===== config.mk =====
export PLATFORM = sky130hd
export DESIGN_NAME = instr_fetch
export DESIGN_NICKNAME = d
export VERILOG_FILES = /design/src/rtl/instr_fetch.sv
export SDC_FILE = /design/constraint.sdc
export NUM_CORES = 1
export LEC_CHECK = 0
export BUFFER_PORTS_ARGS = -buffer_cell sky130_fd_sc_hd__buf_2
export CAP_MARGIN = 0
export CORE_MARGIN = 2
export CORE_UTILIZATION = 49
export DETAILED_ROUTE_END_ITERATION = 10
export GPL_ROUTABILITY_DRIVEN = 0
export HOLD_SLACK_MARGIN = 0.03
export MAX_ROUTING_LAYER = met4
export PLACE_DENSITY_LB_ADDON = 0.05
export SETUP_SLACK_MARGIN = 0.1
export SYNTH_ARGS = -nofsm -noshare
export SYNTH_HDL_FRONTEND = slang
export SYNTH_SLANG_ARGS = --single-unit

===== constraint.sdc =====
create_clock -name clk -period 3.4 [get_ports clk]
set_clock_uncertainty 0.1 [all_clocks]
set_input_delay 0.68 -clock clk [delete_from_list [all_inputs] [get_ports clk]]
set_output_delay 0.68 -clock clk [all_outputs]
set_load 0.005 [all_outputs]

===== src/rtl/instr_fetch.sv =====
// Fetch stage: issues program-memory reads at the Program_Counter's PC and hands
// {instruction, PC} to decode through a small buffer with redirect/halt flushing.
module instr_fetch #(
    parameter int INSTR_WIDTH = 16,
    parameter int ADDR_WIDTH  = 8,
    parameter int DEPTH       = 2
) (
    input  logic                   clk,
    input  logic                   reset,
    input  logic [ADDR_WIDTH-1:0]  pc_in,
    output logic                   pc_halt,
    output logic                   pc_load_en,
    output logic [ADDR_WIDTH-1:0]  pc_load_val,
    output logic [ADDR_WIDTH-1:0]  imem_addr,
    output logic                   imem_rd_en,
    input  logic [INSTR_WIDTH-1:0] imem_rdata,
    input  logic                   redirect_req,
    input  logic [ADDR_WIDTH-1:0]  redirect_addr,
    input  logic                   halt_req,
    output logic                   instr_valid,
    input  logic                   instr_ready,
    output logic [INSTR_WIDTH-1:0] instr_data,
    output logic [ADDR_WIDTH-1:0]  instr_pc,
    output logic                   halted
);

    localparam int CNT_W = $clog2(DEPTH + 1);
    localparam int PTR_W = (DEPTH > 1) ? $clog2(DEPTH) : 1;

    typedef enum logic {RUN, HALTED} state_t;

    state_t                 state, state_nxt;
    logic [CNT_W-1:0]       count;
    logic [PTR_W-1:0]       head, tail;
    logic                   vld_p1;
    logic [ADDR_WIDTH-1:0]  pc_p1;
    logic [INSTR_WIDTH-1:0] buf_data [DEPTH];
    logic [ADDR_WIDTH-1:0]  buf_pc   [DEPTH];

    logic                   active, halt_go, redir_go, flush;
    logic                   pop, push, issue;
    logic [CNT_W:0]         occ;

    function automatic logic [PTR_W-1:0] ptr_inc(input logic [PTR_W-1:0] p);
        return (p == PTR_W'(DEPTH - 1)) ? '0 : p + 1'b1;
    endfunction

    always_comb begin
        active    = 1'b0;
        halt_go   = 1'b0;
        redir_go  = 1'b0;
        flush     = 1'b0;
        pop       = 1'b0;
        push      = 1'b0;
        occ       = '0;
        issue     = 1'b0;
        state_nxt = state;

        // Reset held low blocks issue/load combinationally, not just at the edge
        active   = reset && (state == RUN);
        halt_go  = active && halt_req;
        redir_go = active && redirect_req && !halt_req;
        flush    = halt_go || redir_go;
        pop      = instr_valid && instr_ready;
        push     = vld_p1 && !flush;
        // Occupancy after this cycle's pop, counting the read still in flight
        occ      = {1'b0, count} + {{CNT_W{1'b0}}, vld_p1} - {{CNT_W{1'b0}}, pop};
        issue    = active && !halt_req && !redirect_req && (occ < (CNT_W + 1)'(DEPTH));

        if (halt_go) begin
            state_nxt = HALTED;
        end
    end

    assign imem_addr   = pc_in;
    assign imem_rd_en  = issue;
    assign pc_load_en  = redir_go;
    assign pc_load_val = redirect_addr;
    assign pc_halt     = !issue && !redir_go;
    assign instr_valid = reset && (count != '0);
    assign instr_data  = buf_data[head];
    assign instr_pc    = buf_pc[head];
    assign halted      = reset && (state == HALTED);

    // p0 -> p1: read issue; p1 -> buffer: read return
    always_ff @(posedge clk) begin
        if (!reset) begin
            state  <= RUN;
            vld_p1 <= 1'b0;
            count  <= '0;
            head   <= '0;
            tail   <= '0;
        end else begin
            state  <= state_nxt;
            vld_p1 <= issue;
            if (flush) begin
                count <= '0;
                head  <= '0;
                tail  <= '0;
            end else begin
                if (push) tail <= ptr_inc(tail);
                if (pop)  head <= ptr_inc(head);
                if (push && !pop)      count <= count + 1'b1;
                else if (pop && !push) count <= count - 1'b1;
            end
        end
    end

    always_ff @(posedge clk) begin
        if (issue) begin
            pc_p1 <= pc_in;
        end
        if (push) begin
            buf_data[tail] <= imem_rdata;
            buf_pc[tail]   <= pc_p1;
        end
    end

endmodule

Word level (Yosys, flattened, before mapping). Memories as Yosys holds them, arrays and structs flattened. A register that Yosys moved wholly into a read port is not among the register bits. Index checks and enable logic that the tools add are counted.

Memory bits (writable): 48. Input bits: 37. Word-level logic and storage cells: 52. Memories: 2. Register bits: 14.

Reductions and logical operators: 25. Add/sub/neg operators: 6. Bitwise operators: 2. Mux-type cells: 10. $lt $le $gt $ge: 1.

Memories: buf_data (depth 2, bits a word 16, read ports 1, clocked after memory_dff 1, wr ports 1, line 37) `logic [INSTR_WIDTH-1:0] buf_data [DEPTH];`; buf_pc (depth 2, bits a word 8, read ports 1, clocked after memory_dff 1, wr ports 1, line 38) `logic [ADDR_WIDTH-1:0] buf_pc [DEPTH];`.

Operator list (count): 1-bit logical AND (14); 1-bit two-way mux (8); 1-bit zero test (7); 2-bit two-way mux (2); 2-bit nonzero test (2); 2-bit by 1-bit adder with 3-bit output (1); 3-bit by 2-bit < comparator with 1-bit output (second input constant) (1); 3-bit by 1-bit subtractor with 3-bit output (1); 1-bit adder (second input constant) (2); 2-bit by 1-bit adder with 2-bit output (second input constant) (1); 1-bit inverter (2); 2-bit OR reduction (1); 2-bit by 1-bit subtractor with 2-bit output (second input constant) (1); 1-bit logical OR (1).

Longest topological paths before layout. Gate-level depths: netlist of run 1.

Depth in word-level cells: 11. Gate-level depth with buffers: 8. Depth with buffers taken out: 8.

Least setup slack after synthesis of run 1. No wires, ideal clock.

Path kind: input-to-output. From: input reset. To: output imem_rd_en. Required time: 2620 ps. Path slack: 286 ps. Stages: 7. Arrival: 2334 ps. Cells stage by stage: o211ai_1 inv_1 ha_1 or2b_1 fa_1 xnor2_1 and4b_1.

Word-level cells in the longest chain between the ends: 5.

RTL lines: from (decl) (line 9) `input logic reset,`; 1-bit logical AND (line 80) `assign instr_valid = reset && (count != '0);`; 1-bit logical AND (line 64) `pop = instr_valid && instr_ready;`; via pop (line 41) `logic pop, push, issue;`; 3-bit by 1-bit subtractor with 3-bit output (line 67) `occ = {1'b0, count} + {{CNT_W{1'b0}}, vld_p1} - {{CNT_W{1'b0}}, pop};`; 3-bit by 2-bit < comparator with 1-bit output (line 68) `issue = active && !halt_req && !redirect_req && (occ < (CNT_W + 1)'(DEPTH));`; 1-bit logical AND (line 68); to (decl) (line 15) `output logic imem_rd_en,`.

The timed path passes the listed nets, and every way through them passes these cells.

Worst setup path in the final report of run 1.
From: input reset. To: output pc_halt.

Word-level cells in the longest chain between the ends: 7.

RTL lines: 1-bit logical AND (line 80); 1-bit logical AND (line 64); via pop (line 41); 3-bit by 1-bit subtractor with 3-bit output (line 67); 3-bit by 2-bit < comparator with 1-bit output (line 68); 1-bit logical AND (line 68); 1-bit zero test (line 79) `assign pc_halt = !issue && !redir_go;`; 1-bit logical AND (line 79); to (decl) (line 11) `output logic pc_halt,`.

The timed path passes the listed nets, and every way through them passes these cells.

==> run_results.csv, run 1 <==
group,metric,value,unit
cts,clockRootBuffer,"clkbuf_8",
synthesis,ys_seq_area_frac,0.7391,
synthesis,syn-instance-count,141,
worst_setup_path,critPathCapture,"pc_halt",
finish,diodes,0,
sta,min_period,3284,ps
worst_setup_path,crit_buf_inv,3,
synthesis,synth.area.top_cells,"edfxtp_1 (68%), mux2_2 (11%), dfxtp_1 (5.7%), buf_4 (4.9%), nor2_1 (1.1%)",
sta,min_period_over_period,0.9660,
sta,max-slew-margin-rel,0.6094,
pwr,vdd_ir_drop_max,0.0002554,V
synthesis,synth.net_count,181,
worst_setup_path,reg2reg_from,"count[0]",
worst_setup_path,worstSetupStartpoint,"reset",
worst_setup_path,critPathLaunchType,"input port",
worst_setup_path,r2r_slack,900,ps
floorplan,dieArea,5614,µm²
cts,cts_buffer_depth,2,
global_routing,grt_overflow_total,0,
min_path,hold_path.class,"register to register",
worst_setup_path,cp.required,2620,ps
worst_setup_path,path_cells,"buf_6, o211ai_1, inv_1, ha_1, or2b_1, fa_2, xnor2_2, a21oi_1, or3_1, buf_2",
routing,viasPerCell,4.832,
routing,ant_nets,0,
synthesis,synth.distinct_cells,21,
synthesis,synth_edf_count,56,
pwr,power_density,521.2,nW/µm²
routing,vias,1353,
routing,dr.pass1.iters,4,
routing,drc,0,
placement,portBuffers,65,
finish,nNetsFinal,248,
finish,area_growth,23.60,%
pwr,leakagePower,1.167,nW
routing,wl,3949,µm
sta,setup_ws,115.6,ps
routing,wire_per_inst,14.10,µm
synthesis,synth_top_flop_cell,"edfxtp_1",
sta,maxClockFrequency,304.5,MHz
worst_setup_path,crit_cells,10,
floorplan,initial_core_util,0.5150,
worst_setup_path,worst_path_max_delay_cell,"fa_2",
synthesis,yosys.area.top_type_share,0.6822,
sta,final-setup-viol-count,0,
sta,final.setup.tns,0,ps
placement,pre_cts_ws,7.955,ps
run_status,status,"finished clean",
global_routing,antenna_found_initial,0,
finish,drive_gt1_frac,0.5493,
worst_setup_path,rr_endpoint,"pc_p1[1]",
cts,path_clk_slew,60,ps
routing,initialDrtViolationCount,70,
cts,cts_num_sinks,63,
cts,cts_tree,"yes",
synthesis,async_flop_share,0,
floorplan,ios,82,
floorplan,rows,25,
global_routing,grt_usage,0.1515,
floorplan,die_h,74.93,µm
synthesis,avgSynthCellArea,17.48,µm²
synthesis,synth_top_area_cell,"edfxtp_1",
cts,worstSkewPairLatency,320,ps
placement,place.detailed.hpwl,2701,µm
global_routing,grt_max_degree,19,
floorplan,die_w,74.93,µm
worst_setup_path,end_kind,"output port",
worst_setup_path,crit_fanout,6,
finish,postLayoutCoreUtil,0.6366,
worst_setup_path,critical_path_class,"input port to output port",
run,drv_cap,0,
sta,worst_pin_slew,579.7,ps
sta,finalHoldViolations,0,
worst_setup_path,cpLargestDelayFamily,"adder cells",
sta,rsz0062_at_grt,"yes",
cts,htree_num_levels,3,
worst_setup_path,critical_path_arrival,2500,ps
floorplan,core_area,4786,µm²
worst_setup_path,cp_slowest_stage_delay,360,ps
worst_setup_path,r2r_cells,8,
sta,slew_violations,0,
synthesis,netlist_area,2465,µm²
synthesis,ys_ff_latch,63,
global_routing,grt_pass1_wl,5761,µm
synthesis,synth.yosys.warnings,0,
cts,cts_buffers,9,
global_routing,grt_pass1_vias,1269,
-- cells in the mapped netlist (all sizes together) (2+ instances only) --
cell,count
xnor2,2
and4b,2
mux2,24
dfxtp,7
ha,2
o21a,2
or3,2
buf,19
edfxtp,56
a21oi,2
xor2,3
nor2,7
inv,4
o21ai,3
-- cells by family (layout without fill, tap and decap cells) --
group	count (synthesis)	after routing	synth area share
xor+xnor	5	5	0.01777
flops	63	63	0.7391
mux	24	24	0.1096
simple gates	15	15	0.03503
compound gates	8	8	0.01929
fa+ha+maj	3	3	0.01827
buf+inv	23	95	0.06091
-- cell usage in the layout, fill, tap and decap left out, drive strengths merged, types with 3 or more instances in the layout --
| master | n |
|---|---|
| edfxtp | 56 |
| xor2 | 3 |
| o21ai | 3 |
| inv | 4 |
| clkbuf | 11 |
| nor2 | 7 |
| dfxtp | 7 |
| mux2 | 24 |
| buf | 75 |
| clkinv | 3 |
-- how the worst min path moves through the flow --
stage                     startpoint            to  slack, ps  cells after the start
after global routing        pc_p1[4]  buf_pc[0][4]        350                      0
final                       pc_p1[4]  buf_pc[1][4]        340                      0
after floorplan             pc_p1[0]  buf_pc[0][0]        320                      0
after detailed placement    pc_p1[4]  buf_pc[1][4]        330                      0
after global placement      pc_p1[4]  buf_pc[0][4]        330                      0
after CTS                   pc_p1[4]  buf_pc[1][4]        340                      0
-- through the flow --
stage / area [µm²] / total power, mW / std cells / hold WS [ps]
CTS: 3005 / 1.607 / 276 / 345.0
finish: 3047 / 1.588 / 280 / 343.5
global route: 3047 / 1.647 / 280 / 354.2
global placement: 2781 / 0.9366 / 259 / 327.0
detailed placement: 2781 / 0.9400 / 259 / 329.8
floorplan: 2465 / 0.9135 / 141 / 321.5
-- state kept, by name, summed over array words and instances, names as in the netlist, named ones only --
| name | cells |
|---|---|
| buf_pc | 16 |
| count | 2 |
| state | 1 |
| pc_p1 | 8 |
| vld_p1 | 1 |
| head | 1 |
| buf_data | 32 |
| tail | 1 |
-- timing repair --
action / CTS / global route
setup endpoints to repair: 2 / 2
setup buffers: 1 / 4
pin swaps: 1 / 1
gates resized for setup: 4 / 4
hold buffers: 0 / 0
-- area by class of cell --
type | instances | area (µm²)
multi-input cells | 55 | 508.0
clock inverters | 5 | 72.57
well taps | 67 | 83.83
flip-flops and latches | 63 | 1829
fillers | 383 | 1739
repair buffers | 75 | 406.6
clock buffers | 11 | 131.4
inverters | 4 | 15.01
-- power breakdown --
group | switching (mW) | total [mW] | internal, mW
logic | 0.0315 | 0.0678 | 0.0363
clock network | 0.256 | 0.663 | 0.407
registers | 0.00474 | 0.857 | 0.852
-- metal layers --
layer | share of wire | wire length [µm] | vias up | GRT usage
li1 | - | - | 638 | -
met1 | 0.38 | 1510 | 646 | 0.1578
met2 | 0.52 | 2056 | 62 | 0.2456
met3 | 0.082 | 325 | 7 | 0.05890
met4 | 0.014 | 57 | 0 | 0.08333
met5 | 0 | 0 | - | -
Power figures use the tool's default switching activity.
==> inputs of run 2 (changes only) <==
Settings changed: ABC_AREA from default to 1, CORE_UTILIZATION 49 to 50.
==> run 2 against run 1 <==
Effect of this change: via count up 4.4%; setup slack better by 81 ps; clock-buffer cell count down 1; routed wire length up 1.5%; largest cell class unchanged.
==> run_results.csv, run 2 <==
group,metric,value,unit
worst_setup_path,r2r_slack,840,ps
sta,worst_pin_slew,412.4,ps
sta,finalHoldViolations,0,
pwr,vdd_ir_drop_max,0.0002587,V
routing,viasPerCell,4.614,
global_routing,met1_usage,0.1443,
cts,cts_num_sinks,63,
min_path,min_to,"buf_pc[0][6]",
global_routing,grt_usage,0.1480,
worst_setup_path,cp.required,2620,ps
sta,slew_violations,0,
synthesis,yosys.area.top_type_share,0.6403,
synthesis,synth.most_common_cell,"edfxtp_1",
cts,clockRootBuffer,"clkbuf_8",
worst_setup_path,reg2reg_from,"count[1]",
synthesis,synth.area.top_cells,"edfxtp_1 (64%), mux2_4 (11%), dfxtp_1 (5.3%), buf_4 (4.6%), nand2_1 (2.4%)",
min_path,min_from,"pc_p1[6]",
synthesis,syn-instance-count,165,
finish,largest_reg_flops,32,
run,drv_cap,0,
placement,portBuffers,65,
synthesis,synth.net_count,205,
cts,path_clk_slew,60,ps
synthesis,ys_ff_latch,63,
synthesis,avgSynthCellArea,15.92,µm²
sta,rsz0062_at_grt,"no",
finish,drive_gt1_frac,0.5381,
global_routing,grt_max_degree,25,
finish,area_growth,19.01,%
worst_setup_path,critPathLaunchType,"input port",
finish,diodes,0,
global_routing,grt_overflow_total,0,
placement,place.detailed.hpwl,2803,µm
worst_setup_path,crit_fanout,5,
synthesis,synth_common_cells,"edfxtp_1 (56), mux2_4 (20), nand2_1 (17)",
pwr,power_density,466.6,nW/µm²
floorplan,ios,82,
cts,cts_buffers,9,
finish,nNetsFinal,271,
routing,wire_per_inst,13.10,µm
synthesis,synth_edf_count,56,
sta,min_period_over_period,0.9423,
synthesis,async_flop_share,0,
synthesis,synth.distinct_cells,21,
synthesis,ys_seq_area_frac,0.6937,
cts,worstSkewPairLatency,330,ps
run_status,status,"finished clean",
min_path,hold_depth,0,
synthesis,synth_top_area_cell,"edfxtp_1",
cts,cts_buffer_depth,2,
worst_setup_path,critical_path_arrival,2420,ps
worst_setup_path,r2r_cells,11,
routing,dr.pass1.iters,4,
placement,pre_cts_ws,63.92,ps
floorplan,dieArea,5848,µm²
floorplan,die_h,76.48,µm
routing,initialDrtViolationCount,57,
floorplan,die_w,76.48,µm
finish,reg.largest.list,"buf_data x32, buf_pc x16, pc_p1 x8",
global_routing,antenna_found_initial,0,
cts,cts_tree,"yes",
floorplan,core_area,5075,µm²
sta,final-setup-viol-count,0,
pwr,leakagePower,1.275,nW
routing,ant_nets,0,
sta,max-slew-margin-rel,0.7251,
finish,layout_commonest_cell,"buf_2",
global_routing,met2_usage,0.2478,
global_routing,grt_pass1_vias,1377,
worst_setup_path,rr_endpoint,"pc_p1[5]",
routing,vias,1412,
floorplan,rows,26,
routing,drc,0,
min_path,hold_path.class,"register to register",
finish,largest_register,"buf_data",
finish,layout_common_cells,"buf_2 (65), edfxtp_1 (56), mux2_4 (20), nand2_1 (16), inv_1 (12)",
global_routing,gr-max-usage-layer,"met2",
global_routing,grt_pass1_wl,6127,µm
synthesis,netlist_area,2626,µm²
global_routing,grtUsageMet3,0.06161,
floorplan,initial_core_util,0.5175,
cts,htree_num_levels,3,
sta,maxClockFrequency,312.1,MHz
synthesis,synth.yosys.warnings,0,
worst_setup_path,end_kind,"output port",
sta,min_period,3204,ps
worst_setup_path,critical_path_class,"input port to output port",
routing,wl,4009,µm
sta,setup_ws,196.3,ps
synthesis,synth_top_flop_cell,"edfxtp_1",
sta,final.setup.tns,0,ps
-- run 2: metal layers --
metal / vias up / part of all wire / routed length (µm)
met2: 53 / 0.51 / 2060
met5: - / 0 / 0
met4: 0 / 0.017 / 68
met3: 12 / 0.067 / 270
li1: 693 / - / -
met1: 654 / 0.40 / 1609
-- run 2: kinds of logic (layout without fill, tap and decap cells) --
logic type,count (synthesis),count (layout),synth area share
AOI/OAI and AO/OA,4,4,0.007623
DFF,63,63,0.6937
and+or+nand+nor,37,37,0.06718
adders and majority gates,3,3,0.01715
muxes,24,24,0.1315
buffers and inverters,34,105,0.08290
-- run 2: where the power goes --
part / total, mW / leakage [nW] / internal [mW] / switching, mW
clock: 0.512 / 0.0762 / 0.253 / 0.259
sequential: 0.860 / 0.564 / 0.855 / 0.00517
combinational: 0.0864 / 0.634 / 0.0438 / 0.0426
-- run 2: metrics by stage --
step                instances  utilization  power (mW)  area (µm²)  hold slack (ps)
CTS                       302       0.6090       1.475        3090            346.5
finish                    306       0.6159       1.458        3126            348.0
global placement          286       0.5750      0.9555        2918            324.7
detailed placement        286       0.5750      0.9589        2918            331.3
global route              306       0.6159       1.514        3126            360.5
floorplan                 165            -      0.9302        2626            321.5
-- run 2: worst max-delay path: stages --
cell     delay (ps)
buf_2           130
nand3_2          80
inv_1            50
ha_1            270
or2_4           250
fa_1            540
nand3_2         110
nor2_4          140
nor2_1           40
buf_2           120
-- run 2: final cells by class --
type	count	area [µm²]
sequential	63	1824
multi-input combinational	68	609.3
timing repair buffer	74	392.9
inverter	15	56.30
clock inverter	6	27.53
fill	429	1949
clock buffer	10	127.6
tap	70	87.58
-- run 2: worst max-delay path by stage --
stage / slack, ps / endpoint / from
after floorplan: 230 / pc_halt / reset
after CTS: 110 / pc_halt / count[1]
after detailed placement: 60 / pc_halt / reset
after global routing: 110 / pc_halt / count[1]
after global placement: 110 / pc_halt / reset
final: 200 / pc_halt / reset
-- run 2: repair_timing --
action / 4_1_cts / 5_1_grt
setup endpoints to repair: 2 / 2
hold buffers: 0 / 0
setup buffers: 0 / 4
gates resized for setup: 6 / 2
pin swaps: 1 / 3
cloned: 0 / 0
